<file path="src/rtl/i2c_target_receiver_pkg.sv">
// Shared I2C receive definitions: one-hot state encoding, ACK/NACK line levels, address width.
package i2c_target_receiver_pkg;

    localparam int   ADDR_W = 7;
    localparam logic ACK    = 1'b0;
    localparam logic NACK   = 1'b1;

    typedef enum logic [5:0] {
        ST_IDLE     = 6'b000001,
        ST_ADDR     = 6'b000010,
        ST_ADDR_ACK = 6'b000100,
        ST_DATA     = 6'b001000,
        ST_DATA_ACK = 6'b010000,
        ST_IGNORE   = 6'b100000
    } state_e;

    // Wire level the target answers with in the ninth clock.
    function automatic logic ack_resp(input logic accept);
        return accept ? ACK : NACK;
    endfunction

endpackage

</file>
<file path="src/rtl/i2c_target_receiver_line_sync.sv">
// scl/sda synchronizers plus scl edge and START/STOP condition detection.
module i2c_line_sync #(
    parameter int SYNC_STAGES = 2
) (
    input  logic clock,
    input  logic reset,
    input  logic scl_i,
    input  logic sda_i,
    output logic sda_s_o,
    output logic scl_rise_o,
    output logic scl_fall_o,
    output logic start_det_o,
    output logic stop_det_o
);

    logic [SYNC_STAGES-1:0] scl_sync_q, sda_sync_q;
    logic                   scl_prev_q, sda_prev_q;
    logic                   scl_s, sda_s;

    // Reset to the idle-bus level so leaving reset never fakes an edge.
    always_ff @(posedge clock) begin
        if (reset) begin
            scl_sync_q <= '1;
            sda_sync_q <= '1;
            scl_prev_q <= 1'b1;
            sda_prev_q <= 1'b1;
        end else begin
            scl_sync_q <= {scl_sync_q[SYNC_STAGES-2:0], scl_i};
            sda_sync_q <= {sda_sync_q[SYNC_STAGES-2:0], sda_i};
            scl_prev_q <= scl_s;
            sda_prev_q <= sda_s;
        end
    end

    assign scl_s       = scl_sync_q[SYNC_STAGES-1];
    assign sda_s       = sda_sync_q[SYNC_STAGES-1];
    assign sda_s_o     = sda_s;
    assign scl_rise_o  = scl_s & ~scl_prev_q;
    assign scl_fall_o  = ~scl_s & scl_prev_q;
    assign start_det_o = scl_s & sda_prev_q & ~sda_s;
    assign stop_det_o  = scl_s & ~sda_prev_q & sda_s;

endmodule

</file>
<file path="src/rtl/i2c_target_receiver.sv">
// Write-only I2C target: acknowledges OWN_ADDR with R/W=0 and strobes out each received byte.
module i2c_target_receiver
    import i2c_target_receiver_pkg::*;
#(
    parameter logic [ADDR_W-1:0] OWN_ADDR    = 7'h3C,
    parameter int                SYNC_STAGES = 2
) (
    input  logic       clock,
    input  logic       reset,
    input  logic       scl_in,
    input  logic       sda_in,
    output logic       sda_oe,
    input  logic       rx_ready,
    output logic [7:0] rx_data,
    output logic       rx_valid,
    output logic       addr_match,
    output logic       busy,
    output logic       stop_seen
);

    logic       sda_s, scl_rise, scl_fall, start_det, stop_det;
    state_e     state_q;
    logic [6:0] shift_q;
    logic [7:0] shift_d;
    logic [2:0] cnt_q;
    logic       sda_oe_q, rx_valid_q, addr_match_q, stop_seen_q;
    logic [7:0] rx_data_q;
    logic       addr_ok;

    i2c_line_sync #(.SYNC_STAGES(SYNC_STAGES)) u_sync (
        .clock      (clock),
        .reset      (reset),
        .scl_i      (scl_in),
        .sda_i      (sda_in),
        .sda_s_o    (sda_s),
        .scl_rise_o (scl_rise),
        .scl_fall_o (scl_fall),
        .start_det_o(start_det),
        .stop_det_o (stop_det)
    );

    assign shift_d = {shift_q, sda_s};
    assign addr_ok = (shift_d[7:1] == OWN_ADDR) && (shift_d[0] == 1'b0);

    always_ff @(posedge clock) begin
        if (reset) begin
            state_q      <= ST_IDLE;
            shift_q      <= '0;
            cnt_q        <= '0;
            sda_oe_q     <= 1'b0;
            rx_data_q    <= '0;
            rx_valid_q   <= 1'b0;
            addr_match_q <= 1'b0;
            stop_seen_q  <= 1'b0;
        end else begin
            rx_valid_q  <= 1'b0;
            stop_seen_q <= 1'b0;
            if (stop_det) begin
                state_q      <= ST_IDLE;
                cnt_q        <= '0;
                sda_oe_q     <= 1'b0;
                addr_match_q <= 1'b0;
                stop_seen_q  <= 1'b1;
            end else if (start_det) begin
                state_q      <= ST_ADDR;
                cnt_q        <= '0;
                sda_oe_q     <= 1'b0;
                addr_match_q <= 1'b0;
            end else begin
                case (state_q)
                    ST_IDLE: ;
                    ST_ADDR: if (scl_rise) begin
                        shift_q <= shift_d[6:0];
                        cnt_q   <= cnt_q + 3'd1;
                        if (cnt_q == 3'd7)
                            state_q <= (ack_resp(addr_ok) == ACK) ? ST_ADDR_ACK : ST_IGNORE;
                    end
                    // First fall opens the ACK slot, second fall closes it; sda_oe_q marks the phase.
                    ST_ADDR_ACK, ST_DATA_ACK: if (scl_fall) begin
                        if (!sda_oe_q) begin
                            sda_oe_q     <= 1'b1;
                            addr_match_q <= 1'b1;
                        end else begin
                            sda_oe_q <= 1'b0;
                            state_q  <= ST_DATA;
                        end
                    end
                    ST_DATA: if (scl_rise) begin
                        shift_q <= shift_d[6:0];
                        cnt_q   <= cnt_q + 3'd1;
                        if (cnt_q == 3'd7) begin
                            rx_data_q  <= shift_d;
                            rx_valid_q <= 1'b1;
                            state_q    <= (ack_resp(rx_ready) == ACK) ? ST_DATA_ACK : ST_IGNORE;
                        end
                    end
                    ST_IGNORE: sda_oe_q <= 1'b0;
                    default: begin
                        state_q  <= ST_IDLE;
                        sda_oe_q <= 1'b0;
                    end
                endcase
            end
        end
    end

    assign sda_oe     = sda_oe_q;
    assign rx_data    = rx_data_q;
    assign rx_valid   = rx_valid_q;
    assign addr_match = addr_match_q;
    assign busy       = (state_q != ST_IDLE);
    assign stop_seen  = stop_seen_q;

endmodule

</file>
<file path="config.mk">
export PLATFORM = sky130hd
export DESIGN_NAME = i2c_target_receiver
export DESIGN_NICKNAME = d
export VERILOG_FILES = /design/src/rtl/i2c_target_receiver_pkg.sv /design/src/rtl/i2c_target_receiver_line_sync.sv /design/src/rtl/i2c_target_receiver.sv
export SDC_FILE = /design/constraint.sdc
export NUM_CORES = 1
export LEC_CHECK = 0
export BUFFER_PORTS_ARGS = -buffer_cell sky130_fd_sc_hd__buf_4
export CORE_UTILIZATION = 30
export CTS_CLUSTER_SIZE = 40
export DETAILED_ROUTE_END_ITERATION = 8
export PLACE_DENSITY = 0.53
export SLEW_MARGIN = 20
export SYNTH_ARGS = -nofsm -noshare
export SYNTH_HDL_FRONTEND = slang
export SYNTH_HIERARCHICAL = 1
export SYNTH_SLANG_ARGS = --single-unit
export TNS_END_PERCENT = 50
</file>
<file path="constraint.sdc">
create_clock -name clock -period 6.12 [get_ports clock]
set_clock_uncertainty 0.15 [all_clocks]
set_input_delay 0.612 -clock clock [delete_from_list [all_inputs] [get_ports clock]]
set_output_delay 0.612 -clock clock [all_outputs]
set_load 0.005 [all_outputs]
</file>
==> results.yml <==
outcome:
  outcome: "complete, but fails checks"
  violations: "design-rule violations"
clocking:
  cts_sinks: 34
  hold_buffers: 0
  cts_root_buffer: "clkbuf_8"
  post_cts_resized: 0
  cts.reportedPaths.clkPinSlew_ns: 0.07
  post-cts-setup-buffers: 0
  clock_latency_ns: 0.28
  numCtsBuffers: 5
  cts.path.max_buffers: 2
  tritoncts: "built"
  htree_levels: 2
synth:
  yosysTopAreaCell: "dfxtp_1"
  syn-num-nets: 156
  synth.top_cell.area_share_pct: 48.1
  synthFlopType: "dfxtp_1"
  yosysWarnings: 6
  synth.top_cells.by_area: "dfxtp_1 (48%), mux2i_1 (11%), nor2_1 (7.2%)"
  synth_area_per_cell_sq_um: 9.49
  ys_async_sr_fraction_pct: 0
  yosys.cell_types.count: 38
  yosys_register_bits: 34
  yosysSeqAreaShare_pct: 48.1
  synthCells: 149
  synth_area_sq_um: 1410
  synth-edff-count: 0
floorplan:
  fp.dieH_microns: 70.7
  num_rows: 24
  die_area_sq_um: 4990
  core_area_sq_um: 4440
  io-pin-count: 18
  initial_core_util_pct: 31.8
  fp.dieW_microns: 70.7
detailed_routing:
  ant_nets: 0
  routed_wl_mm: 2.63
  vias: 1065
  via_per_inst: 4.89
  drt-initial-drc-count: 63
  drt-wirelength-per-cell_microns: 12.1
  firstDrtPassIters: 6
  drc: 2
global_route:
  track_usage_pct: 12.1
  antenna_found_initial: 0
  grt_pass1_wl_mm: 4.71
  grt_start_max_net_pins: 26
  first_global_vias: 1046
  grt_overflow: 0
setup_path:
  worstPathRequired_ns: 6.14
  worst_setup_path_start_kind: "register"
  rr_worst_depth: 5
  path_max_fanout: 9
  rrSetupSlack_ns: 3.89
  cp-end-kind: "register"
  worstPathCellList: "nor4_1, and3b_1, nand4_1, mux2i_1, nor2_1"
  cp.arrival_ns: 2.25
  r2r_start: "state_q[4]"
  crit_type: "reg2reg"
  worst_path_largest_cell_delay_ns: 0.54
  timing.rr.end: "rx_data[5]"
  crit_path_top_delay_cell: "nand4_1"
timing:
  timing.fmax_mhz: 449
  tightestPinTransition_ns: 0.643
  relSlewSlack_pct: 57.0
  finalHoldViolations: 0
  fin_ws_ns: 3.89
  period_share_pct: 36.4
  min_period_ns: 2.23
  setup_tns_ns: 0
  slew_violations: 0
  rsz0062_at_grt: "false"
  hold_ws_ns: 0.252
  setup_viol: 0
worst_hold_path:
  holdPathEnd: "u_sync/scl_sync_q[1]"
  hold_path.class: "reg2reg"
  min_path_cells: 1
  hold_start: "u_sync/scl_sync_q[0]"
power_and_ir_drop:
  power_density_nw_per_um2: 247
  max-vdd-ir-drop_mv: 0.143
  power_leakage_nw: 0.762
layout:
  fin_cells: 218
  multi_input_comb_area_sq_um: 682
  final_nets: 172
  layout_commonest_cell: "dfxtp_1"
  fill_cells: 463
  fin_area_sq_um: 1660
  regArea_sq_um: 681
  drive_gt1_share_pct: 16.3
  n_antenna_cell: 0
  layout_common_cells: "dfxtp_1 (34), nor2_1 (27), buf_4 (17)"
  area_growth_pct: 17.3
run:
  max_cap_violations: 0
place:
  routabilityCongestion: 0.761
  dpl.hpwl_mm: 1.90
  post_dp_cell_area_sq_um: 1560
  pre_cts_ws_ns: 3.91
  portBuffers: 17
  dp_cells: 210
[layout make-up]
cell class | instances | share of cell area, %
Clock buffer | 6 | 4.98
Timing Repair Buffer | 17 | 7.70
Inverter | 2 | 0.453
Tap cell | 52 | 3.92
Clock inverter | 2 | 0.755
Sequential cell | 34 | 41.1
Multi-Input combinational cell | 105 | 41.1
[cell usage after synthesis, types with 3 or more instances]
cell type	n
mux2i_1	16
or2_1	6
nand2_1	6
nor2_1	27
nand3_1	3
a21oi_1	8
dfxtp_1	34
xor2_1	3
clkbuf_1	3
nor2b_1	6
and3b_1	3
[metrics by stage]
stage,util [%],total power [W]
CTS,37.3,0.000420
detailed placement,35.2,0.000248
finish,37.3,0.000410
floorplan,-,0.000242
global placement,35.2,0.000248
global route,37.3,0.000428
[cells by family (layout without fill, tap and decap cells)]
group / Yosys count / in the layout / share of synthesized area, %
xor+xnor: 3 / 3 / 1.86
fa+ha+maj: 2 / 2 / 1.77
compound gates: 18 / 18 / 8.50
flops: 34 / 34 / 48.1
simple gates: 66 / 66 / 24.8
mux: 16 / 16 / 11.3
buf+inv: 10 / 27 / 3.63
[flip-flops by register name, indices dropped and copies added, names as in the netlist]
name	flops
rx_data	8
shift_q	7
state_q	6
cnt_q	3
u_sync/scl_sync_q	2
u_sync/sda_sync_q	2
addr_match	1
rx_valid	1
sda_oe	1
stop_seen	1
u_sync/scl_prev_q	1
u_sync/sda_prev_q	1
[critical path: cells and delay by family, from the launching register on]
kind | cells | cell delay (ns)
multiplexers | 1 | 0.34
AND/OR/NAND/NOR | 4 | 1.24
flip-flops | 1 | 0.39
[routing by layer]
layer  vias to the layer above  GRT usage (%)  wire length, microns
met5                         -              0                     0
met1                       492           14.6                  1260
met4                         0           5.33                    48
met2                        22           19.1                  1180
met3                         6           4.70                   144
li1                        545              -                     -
[where the power goes]
group | total (W) | internal (W) | switching, W | leakage, nW
registers | 0.000226 | 0.000224 | 0.00000214 | 0.275
logic | 0.0000168 | 0.00000761 | 0.00000917 | 0.439
clock network | 0.000167 | 0.0000903 | 0.0000772 | 0.0472
[worst max path at each step]
stage / start / end / slack [ns]
finish: state_q[4] / rx_data[5] / 3.89
global route: state_q[4] / rx_data[5] / 3.67
CTS: state_q[4] / rx_data[4] / 3.91
detailed placement: state_q[4] / rx_data[4] / 3.91
global placement: cnt_q[0] / state_q[0] / 3.92
floorplan: cnt_q[0] / state_q[4] / 4.12
(Power assumes the default switching activity.)
